File: src/rtl/seg_scan.sv
// rtl/seg_scan.sv - four-digit multiplexed display scanner with frame-synchronous update and leading-zero blanking
module seg_scan #(
  parameter int unsigned DIV   = 50000,
  parameter int unsigned GUARD = 4
) (
  input  logic        CLK,
  input  logic        RST,
  input  logic [15:0] DATA,
  input  logic        LOAD,
  input  logic        LZB,
  output logic [3:0]  NIB,
  output logic [3:0]  AN,
  output logic        FRAME
);

  localparam int unsigned CW      = (DIV > 2) ? $clog2(DIV) : 1;
  localparam logic [CW-1:0] CNT_MAX = CW'(DIV - 1);
  localparam logic [CW-1:0] GUARD_C = CW'(GUARD);

  logic [CW-1:0] cnt_q, cnt_d;
  logic [1:0]    idx_q, idx_d;
  logic          run_q, run_d;
  logic [15:0]   disp_q, disp_d;
  logic [15:0]   pend_q, pend_d;
  logic          pv_q, pv_d;
  logic [3:0]    an_q, an_d;
  logic [3:0]    nib_q, nib_d;
  logic          frame_q, frame_d;

  logic          wrap;
  logic          boundary;
  logic [3:0]    digit;
  logic          suppress;
  logic          blank;

  // Slot/digit sequencing and the pending-to-display handoff at frame boundaries.
  // The first edge after reset only arms the scanner so that the first observed
  // cycle is slot 0 with CNT=0.
  always_comb begin
    run_d    = 1'b1;
    wrap     = run_q && (cnt_q == CNT_MAX);
    boundary = wrap && (idx_q == 2'd3);
    cnt_d    = cnt_q;
    idx_d    = idx_q;
    disp_d   = disp_q;
    pend_d   = pend_q;
    pv_d     = pv_q;
    if (run_q) begin
      cnt_d = wrap ? '0 : cnt_q + 1'b1;
    end
    if (wrap) begin
      idx_d = idx_q + 2'd1;
    end
    if (LOAD) begin
      pend_d = DATA;
      pv_d   = 1'b1;
    end
    if (boundary) begin
      if (LOAD) begin
        disp_d = DATA;
      end else if (pv_q) begin
        disp_d = pend_q;
      end
      pv_d = 1'b0;
    end
  end

  // Output values are derived from next state so the registered outputs line up
  // with the CNT/IDX/DISP of the cycle they are visible in.
  always_comb begin
    digit    = 4'h0;
    suppress = 1'b0;
    case (idx_d)
      2'd0: begin
        digit    = disp_d[3:0];
        suppress = 1'b0;
      end
      2'd1: begin
        digit    = disp_d[7:4];
        suppress = LZB && (disp_d[15:4] == 12'h000);
      end
      2'd2: begin
        digit    = disp_d[11:8];
        suppress = LZB && (disp_d[15:8] == 8'h00);
      end
      default: begin
        digit    = disp_d[15:12];
        suppress = LZB && (disp_d[15:12] == 4'h0);
      end
    endcase
    blank   = (cnt_d < GUARD_C) || suppress;
    an_d    = blank ? 4'b1111 : ~(4'b0001 << idx_d);
    nib_d   = blank ? 4'hF : digit;
    frame_d = boundary;
  end

  // State and output registers; reset forces a blanked, idle display.
  always_ff @(posedge CLK or negedge RST) begin
    if (!RST) begin
      cnt_q   <= '0;
      idx_q   <= 2'd0;
      run_q   <= 1'b0;
      disp_q  <= 16'h0000;
      pend_q  <= 16'h0000;
      pv_q    <= 1'b0;
      an_q    <= 4'b1111;
      nib_q   <= 4'hF;
      frame_q <= 1'b0;
    end else begin
      cnt_q   <= cnt_d;
      idx_q   <= idx_d;
      run_q   <= run_d;
      disp_q  <= disp_d;
      pend_q  <= pend_d;
      pv_q    <= pv_d;
      an_q    <= an_d;
      nib_q   <= nib_d;
      frame_q <= frame_d;
    end
  end

  assign AN    = an_q;
  assign NIB   = nib_q;
  assign FRAME = frame_q;

endmodule

File: config.mk
export PLATFORM = sky130hd
export DESIGN_NAME = seg_scan
export DESIGN_NICKNAME = d
export VERILOG_FILES = /design/src/rtl/seg_scan.sv
export SDC_FILE = /design/constraint.sdc
export NUM_CORES = 1
export LEC_CHECK = 0
export BUFFER_PORTS_ARGS = -buffer_cell sky130_fd_sc_hd__buf_2
export CORE_MARGIN = 5
export CORE_UTILIZATION = 30
export DETAILED_ROUTE_END_ITERATION = 7
export HOLD_SLACK_MARGIN = 0.12
export PLACE_DENSITY_LB_ADDON = 0.25
export SLEW_MARGIN = 5
export SYNTH_ARGS = -nofsm -noshare
export SYNTH_HDL_FRONTEND = slang
export SYNTH_SLANG_ARGS = --single-unit
File: constraint.sdc
create_clock -name CLK -period 7.6 [get_ports CLK]
set_clock_uncertainty 0.15 [all_clocks]
set_input_delay 1.52 -clock CLK [delete_from_list [all_inputs] [get_ports CLK]]
set_output_delay 1.52 -clock CLK [all_outputs]
set_load 0.01 [all_outputs]
==> results of run 1 <==
## flip-flops by register name, indices dropped and copies added, names as in the netlist
register,cells
cnt_q,16
idx_q,2
pv_q,1
run_q,1
NIB,4
FRAME,1
disp_q,16
pend_q,16
AN,4
## worst paths after layout
check / cells past startpoint / from / end / slack, ps
setup / recovery: 13 / cnt_q[0]$_DFFE_PN0P_ / AN[2]$_DFF_PN1_ / 3540
hold / removal: 1 / disp_q[2]$_DFF_PN0_ / disp_q[2]$_DFF_PN0_ / 350
setup reg to reg: 13 / cnt_q[0]$_DFFE_PN0P_ / AN[2]$_DFF_PN1_ / 3540
hold reg to reg: 1 / disp_q[2]$_DFF_PN0_ / disp_q[2]$_DFF_PN0_ / 350
max in group asynchronous: 2 / RST / cnt_q[0]$_DFFE_PN0P_ / 5610
min in group asynchronous: 2 / RST / pend_q[4]$_DFFE_PN0P_ / 1190
## layer usage
layer	vias to the layer above	part of all wire (%)	track usage, %
li1	1133	-	-
met1	1173	46	15.5
met2	53	48	19.3
met3	11	4.4	3.08
met4	0	1.5	3.64
met5	-	0	0
## power groups by stage
stage	sequential (mW)	clock [mW]	combinational, mW
after floorplan	0.384	0	0.0878
after global placement	0.397	0	0.115
after detailed placement	0.397	0	0.117
after CTS	0.392	0.267	0.117
after global routing	0.398	0.282	0.130
final	0.392	0.256	0.114
## critical path, stage by stage, from the launching register on
cell and delay [ps]:
dfrtp_1 430, ha_1 310, and4_1 340, and4_1 750
nand2_1 110, nand2_1 190, inv_1 90, ha_1 280
nand2b_1 190, nor4_1 460, o311ai_4 190, a21oi_1 240
a221oi_2 140, nand2_1 110
## cell families after synthesis
logic type | after synthesis
AND/OR/NAND/NOR | 112
buffers and inverters | 32
AO/OA/AOI/OAI | 50
flip-flops | 61
multiplexers | 24
other | 1
XOR/XNOR | 17
adder cells (fa/ha/maj) | 7
## area by class of cell
class,instances,area [um^2]
fillers,1088,7070
clock inverters,7,51.3
repair buffers,29,148
multi-input cells,211,1540
inverters,15,56.3
clock buffers,9,124
flip-flops and latches,61,1540
well taps,140,175
## cells in the mapped netlist (all sizes together), types with 3 or more instances
library cell	instances
o22ai	7
dfrtp	53
nor3b	3
buf	11
nand3	9
nor4b	4
o21ai	12
inv	15
nand4	8
nand2	28
clkbuf	6
ha	7
a221o	3
a41oi	3
or3	4
nor3	5
xor2	8
dfstp	8
and3	3
nor4	4
o31ai	5
nor2	27
mux2	19
mux2i	5
xnor2	9
==> flow_metrics.tcl, run 1 <==
set metrics [dict create \
    max-clock-path-buffers 2 \
    p_leak_nw 1.60 \
    synth_top_cells_by_area "dfrtp_1 (41%), mux2_2 (6.6%), dfstp_2 (6.5%)" \
    design.die.area_mm2 0.0130 \
    avgRoutedWirePerCell_um 15.3 \
    cts_root_buf "clkbuf_8" \
    period_share_pct 53.4 \
    drtIter0Drc 120 \
    synth_top_family_by_area "simple AND/OR/NAND/NOR gates" \
    yosysSeqAreaShare_pct 47.4 \
    rows 38 \
    synthMuxAreaShare_pct 8.15 \
    max_freq_mhz 246 \
    cp-start-kind "register" \
    routed_wl_um 7200 \
    synthToLayoutAreaGrowth_pct 12.0 \
    fin_ws_ps 3540 \
    tightest_slew_ps 913 \
    vdd_drop_max_mv 0.0821 \
    slew_violations 0 \
    htreeDepth 3 \
    drc 0 \
    comb_power_share_pct 15.0 \
    tns_ps 0 \
    ys.flop_type "dfrtp_1" \
    clk_latency_ps 350 \
    grt_max_degree 62 \
    path_clk_slew_ps 70 \
    synth_edf_count 0 \
    synthArstFlopShare_pct 100 \
    internal_power_mw 0.530 \
    synthXorXnorAreaFrac_pct 4.60 \
    overflow 0 \
    grt_pass1_vias 2397 \
    hold_viol_final 0 \
    die_w_um 114 \
    antenna_found_initial 0 \
    end_kind "register" \
    critPathKind "register to register" \
    required_ps 7730 \
    grt_pass1_wl_um 12200 \
    outcome "finished, final reports clean" \
    period_needed_ps 4060 \
    dpl.hpwl_um 5200 \
    routabilityCongestion 0.821 \
    final_cell_mix "dfrtp_1 (53), nand2_1 (28), buf_2 (28)" \
    synth-compound-area-share_pct 12.6 \
    seqPwrFrac_pct 51.4 \
    diodes 0 \
    hp-class "register to register" \
    dr.pass1.iters 4 \
    placed_cells 456 \
    yosys_register_bits 61 \
    hold_slack_ps 349 \
    instances_no_fill 472 \
    arrival_ps 4180 \
    cts_setup_buffers 0 \
    final_area_mm2 0.00363 \
    p_sw_mw 0.232 \
    numCtsBuffers 9 \
    initial_core_util_pct 30.3 \
    power_mw 0.762 \
    layout.cells.most_common "dfrtp_1" \
    clkSinkCount 61 \
    ctsHoldBuffers 0 \
    fin_util_pct 33.9 \
    via_count 2370 \
    synthAdderAreaFrac_pct 2.70 \
    pwr-share-clk_pct 33.6 \
    drive_gt1_share_pct 25.6 \
    slew_headroom_pct 38.9 \
    die_y_um 114 \
    drv_cap 0 \
    dp_worst_setup_slack_ps 3280 \
    syn_area_mm2 0.00324 \
    switching_share_pct 30.4 \
    rsz0062_at_grt "no" \
    io_buffers 28 \
    yosys.area_share.simple_pct 19.3 \
    placed_cell_area_mm2 0.00345 \
    vias_per_cell 5.02 \
    finalSetupViolCount 0 \
    syn_inst 304 \
    num_io_pins 29 \
    cts_resized 0 \
    synth.top_cell.area_share_pct 41.0 \
    synth_cell_types 62 \
    synth_area_per_cell_um2 10.7 \
    core_area_mm2 0.0107 \
    final_nets 354 \
    cts_tree "done" \
    synth-warning-count 0 \
    synth_largest_area_cell "dfrtp_1" \
    track_usage_pct 11.9 \
    power_per_cell_area_mw_per_mm2 210 \
    postRouteAntennaNets 0 \
    synth_fp_nets 331 \
    cp_max_fo 18 \
]
(Power assumes the default switching activity.)
==> inputs of run 2 (changes only) <==
==> constraint.sdc (replaced) <==
create_clock -name CLK -period 3.5 [get_ports CLK]
set_clock_uncertainty 0.15 [all_clocks]
set_input_delay 0.7 -clock CLK [delete_from_list [all_inputs] [get_ports CLK]]
set_output_delay 0.7 -clock CLK [all_outputs]
set_load 0.01 [all_outputs]
==> run 2 against run 1 <==
Against the previous run:
- core utilization rose by 1.1 points
- via count fell by 1.1%
- wire length rose by 2.3%
- clock power rose by 150%
==> flow_metrics.tcl, run 2 (synthesis results as in run 1) <==
set metrics [dict create \
    outcome "finished, final reports clean" \
    final_nets 361 \
    max_freq_mhz 308 \
    vdd_drop_max_mv 0.172 \
    track_usage_pct 12.1 \
    initial_core_util_pct 30.3 \
    required_ps 3630 \
    avgRoutedWirePerCell_um 15.4 \
    critPathKind "register to register" \
    slowest_delay_ps 470 \
    grt_max_degree 32 \
    cts_root_buf "clkbuf_8" \
    max-clock-path-buffers 2 \
    power_per_cell_area_mw_per_mm2 467 \
    num_io_pins 29 \
    slew_headroom_pct 52.7 \
    tns_ps 0 \
    path_clk_slew_ps 70 \
    ctsHoldBuffers 0 \
    rows 38 \
    diodes 0 \
    overflow 0 \
    slew_violations 0 \
    rsz0062_at_grt "no" \
    hp-class "input pin to asynchronous set/reset pin" \
    grt_pass1_wl_um 12300 \
    fillerInstances 1109 \
    crit_path_frequent_cell "nand2_1" \
    dpl.hpwl_um 5420 \
    hold_slack_ps 250 \
    power_mw 1.75 \
    postRouteAntennaNets 0 \
    routed_wl_um 7370 \
    dr.pass1.iters 4 \
    vias_per_cell 4.91 \
    r2r-end "AN[1]$_DFF_PN1_" \
    crit_chain "ha_2, and4_2, and4_1, nand2_1, nand2_1, inv_1, ha_1, nand2b_1, nor2_1, or3b_2, a21oi_2, a221oi_4, nand2_1" \
    clkSinkCount 61 \
    p_leak_nw 1.66 \
    finalSetupViolCount 0 \
    via_count 2345 \
    htreeDepth 3 \
    antenna_found_initial 0 \
    clk_latency_ps 340 \
    drtIter0Drc 111 \
    seqCellArea_mm2 0.00154 \
    crit_start "cnt_q[0]$_DFFE_PN0P_" \
    design.die.area_mm2 0.0130 \
    rr_worst_depth 13 \
    layout.cells.most_common "dfrtp_1" \
    synthToLayoutAreaGrowth_pct 15.8 \
    drc 0 \
    period_share_pct 92.7 \
    end_kind "register" \
    tightest_slew_ps 709 \
    die_w_um 114 \
    io_buffers 28 \
    arrival_ps 3370 \
    drive_gt1_share_pct 28.1 \
    fin_ws_ps 255 \
    multi_input_area_mm2 0.00157 \
    dp_worst_setup_slack_ps 118 \
    cts_setup_buffers 0 \
    top_regs "cnt_q (16), disp_q (16), pend_q (16)" \
    core_area_mm2 0.0107 \
    cts_tree "done" \
    final_cell_mix "dfrtp_1 (53), nand2_1 (28), buf_2 (28)" \
    critPathSlowestCell "or3b_2" \
    cp_max_fo 7 \
    cts_resized 0 \
    cp-start-kind "register" \
    numCtsBuffers 9 \
    routabilityCongestion 0.823 \
    fin_util_pct 35.1 \
    drv_cap 0 \
    r2r_start "cnt_q[0]$_DFFE_PN0P_" \
    hold_viol_final 0 \
    die_y_um 114 \
    grt_pass1_vias 2377 \
    rrSetupSlack_ps 260 \
    period_needed_ps 3240 \
]
==> run 2: worst max-delay path by stage <==
stage                       end  slack (ps)  cells past startpoint
6_report        AN[1]$_DFF_PN1_         260                     13
5_1_grt         AN[1]$_DFF_PN1_          40                     13
2_1_floorplan   AN[1]$_DFF_PN1_         280                     15
3_5_place_dp   NIB[2]$_DFF_PN1_         120                     13
4_1_cts        NIB[2]$_DFF_PN1_         100                     13
3_3_place_gp    AN[1]$_DFF_PN1_         320                     11
==> run 2: stage by stage <==
step	instance area, um^2	std cells
5_1_grt	3750	478
4_1_cts	3720	478
3_5_place_dp	3520	463
2_1_floorplan	3240	304
6_report	3750	478
3_3_place_gp	3520	463
==> run 2: final cells by class <==
class,count,area share [%]
clock inverters,4,1.27
clock buffers,11,4.04
well taps,140,4.67
repair buffers,36,5.67
flip-flops and latches,61,41.0
inverters,15,1.50
multi-input cells,211,41.9
==> run 2: worst max-delay path: cells and delay by family (launching register included) <==
family                   cells  cell delay, ps
AO/OA/AOI/OAI                2             300
adder cells (fa/ha/maj)      2             520
buffers and inverters        1              80
flip-flops                   1             420
AND/OR/NAND/NOR              8            1700
==> run 2: per-layer routing <==
metal  routed length, um  up-vias  share of wire [%]  global-route usage (%)
met2                3570       46                 48                    19.7
met5                   0        -                  0                       0
met3                 333       14                4.5                    2.86
li1                    -     1154                  -                       -
met4                 156        0                2.1                    4.59
met1                3300     1131                 45                    15.5
==> run 2: report_power, final <==
group	total (mW)	internal [mW]	switching (mW)	leakage [nW]
clock network	0.632	0.361	0.271	0.101
logic	0.275	0.126	0.150	0.802
registers	0.842	0.783	0.0598	0.761
==> inputs of run 3 (changes only) <==
--- a/config.mk
+++ b/config.mk
@@ -6,7 +6,7 @@
 export NUM_CORES = 1
 export LEC_CHECK = 0
 export BUFFER_PORTS_ARGS = -buffer_cell sky130_fd_sc_hd__buf_2
-export CORE_MARGIN = 5
+export CORE_MARGIN = 2
 export CORE_UTILIZATION = 30
 export DETAILED_ROUTE_END_ITERATION = 7
 export HOLD_SLACK_MARGIN = 0.12
==> run 3 against run 2 <==
Against the previous run:
- die area is 10% lower
- critical path depth did not move
- largest cell class unchanged
- worst hold slack improved by 95 ps
- final area rose by 0.43%
- clock-buffer cell count down 1
==> flow_metrics.tcl, run 3 (synthesis results as in run 1) <==
set metrics [dict create \
    outcome "finished, final reports clean" \
    worst-path-buf-inv 1 \
    critPathSlowestCell "or3b_2" \
    drc 0 \
    num_io_pins 29 \
    numCtsBuffers 9 \
    vias_per_cell 4.90 \
    htreeDepth 3 \
    drv_cap 0 \
    dpl.hpwl_um 5200 \
    rsz0062_at_grt "no" \
    max-clock-path-buffers 2 \
    final_nets 361 \
    crit_path_frequent_cell "nand2_1" \
    drive_gt1_share_pct 28.3 \
    io_buffers 28 \
    hold_viol_final 0 \
    power_per_cell_area_mw_per_mm2 499 \
    tns_ps 0 \
    routed_wl_um 7180 \
    final_cell_mix "dfrtp_1 (53), nand2_1 (28), buf_2 (28)" \
    hp-class "register to register" \
    critPathKind "register to register" \
    routabilityCongestion 0.817 \
    tightest_slew_ps 761 \
    grt_pass1_vias 2353 \
    critical-path-top-delay-family "simple AND/OR/NAND/NOR gates" \
    cts_root_buf "clkbuf_8" \
    period_share_pct 92.4 \
    required_ps 3630 \
    vdd_drop_max_mv 0.218 \
    period_needed_ps 3230 \
    via_count 2327 \
    clk_latency_ps 350 \
    slew_headroom_pct 49.3 \
    cts_tree "done" \
    core_area_mm2 0.0104 \
    synthToLayoutAreaGrowth_pct 16.3 \
    rows 37 \
    track_usage_pct 13.4 \
    die_y_um 108 \
    ctsHoldBuffers 0 \
    avgRoutedWirePerCell_um 15.1 \
    finalSetupViolCount 0 \
    initial_core_util_pct 31.1 \
    antenna_found_initial 0 \
    max_freq_mhz 309 \
    postRouteAntennaNets 0 \
    clkSinkCount 61 \
    arrival_ps 3370 \
    cp-start-kind "register" \
    layout.cells.most_common "dfrtp_1" \
    overflow 0 \
    grt_max_degree 62 \
    top_regs "cnt_q (16), disp_q (16), pend_q (16)" \
    crit_chain "ha_2, and4_2, and4_1, nand2_1, nand2_1, inv_1, ha_1, nand2b_1, nor2_1, or3b_2, a21oi_2, a221oi_4, nand2_1" \
    die_w_um 108 \
    slowest_delay_ps 470 \
    path_clk_slew_ps 70 \
    power_mw 1.88 \
    grt_pass1_wl_um 11900 \
    end_kind "register" \
    diodes 0 \
    p_leak_nw 1.67 \
    drtIter0Drc 71 \
    dr.pass1.iters 4 \
    design.die.area_mm2 0.0116 \
    slew_violations 0 \
    cp_max_fo 7 \
]
run 3: stage by stage:
| step | hold slack, ps | utilization [%] | instances | instance area (um^2) | worst slack (ps) |
|---|---|---|---|---|---|
| after floorplan | 254 | - | 304 | 3240 | 284 |
| after global placement | 329 | 33.6 | 459 | 3500 | 343 |
| after detailed placement | 333 | 33.6 | 459 | 3500 | 200 |
| after CTS | 350 | 35.9 | 475 | 3740 | 179 |
| after global routing | 368 | 36.2 | 475 | 3770 | 5.20 |
| final | 344 | 36.2 | 475 | 3770 | 265 |
run 3: worst paths after layout:
check	from	endpoint	slack (ps)	depth (start not counted)
setup / recovery	cnt_q[1]$_DFFE_PN0P_	AN[3]$_DFF_PN1_	270	13
hold / removal	pend_q[3]$_DFFE_PN0P_	pend_q[3]$_DFFE_PN0P_	340	1
setup reg to reg	cnt_q[1]$_DFFE_PN0P_	AN[3]$_DFF_PN1_	270	13
hold reg to reg	pend_q[3]$_DFFE_PN0P_	pend_q[3]$_DFFE_PN0P_	340	1
max in group asynchronous	RST	cnt_q[11]$_DFF_PN0_	2340	2
min in group asynchronous	RST	FRAME$_DFF_PN0_	350	2
run 3: area by class of cell:
cell class                 count  area [um^2]
sequential                    61         1540
clock inverter                 6          111
tap                          136          170
fill                        1070         6650
clock buffer                  10          128
inverter                      15         56.3
timing repair buffer          36          200
multi-input combinational    211         1560
run 3: timing repair:
action,CTS,global route
setup endpoints to repair,0,7
gates resized for setup,0,6
setup buffers,0,0
hold endpoints to repair,0,0
run 3: layer usage:
layer  up-vias  wire [um]  track usage (%)
met2        44       3390             21.3
met4         0        179             5.59
met3        15        269             4.42
met5         -          0                0
met1      1116       3350             16.6
li1       1152          -                -
run 3: report_power, final:
part / switching (mW) / internal [mW] / total (mW)
combinational: 0.151 / 0.124 / 0.276
clock: 0.290 / 0.473 / 0.763
sequential: 0.0585 / 0.783 / 0.841
total: 0.500 / 1.38 / 1.88
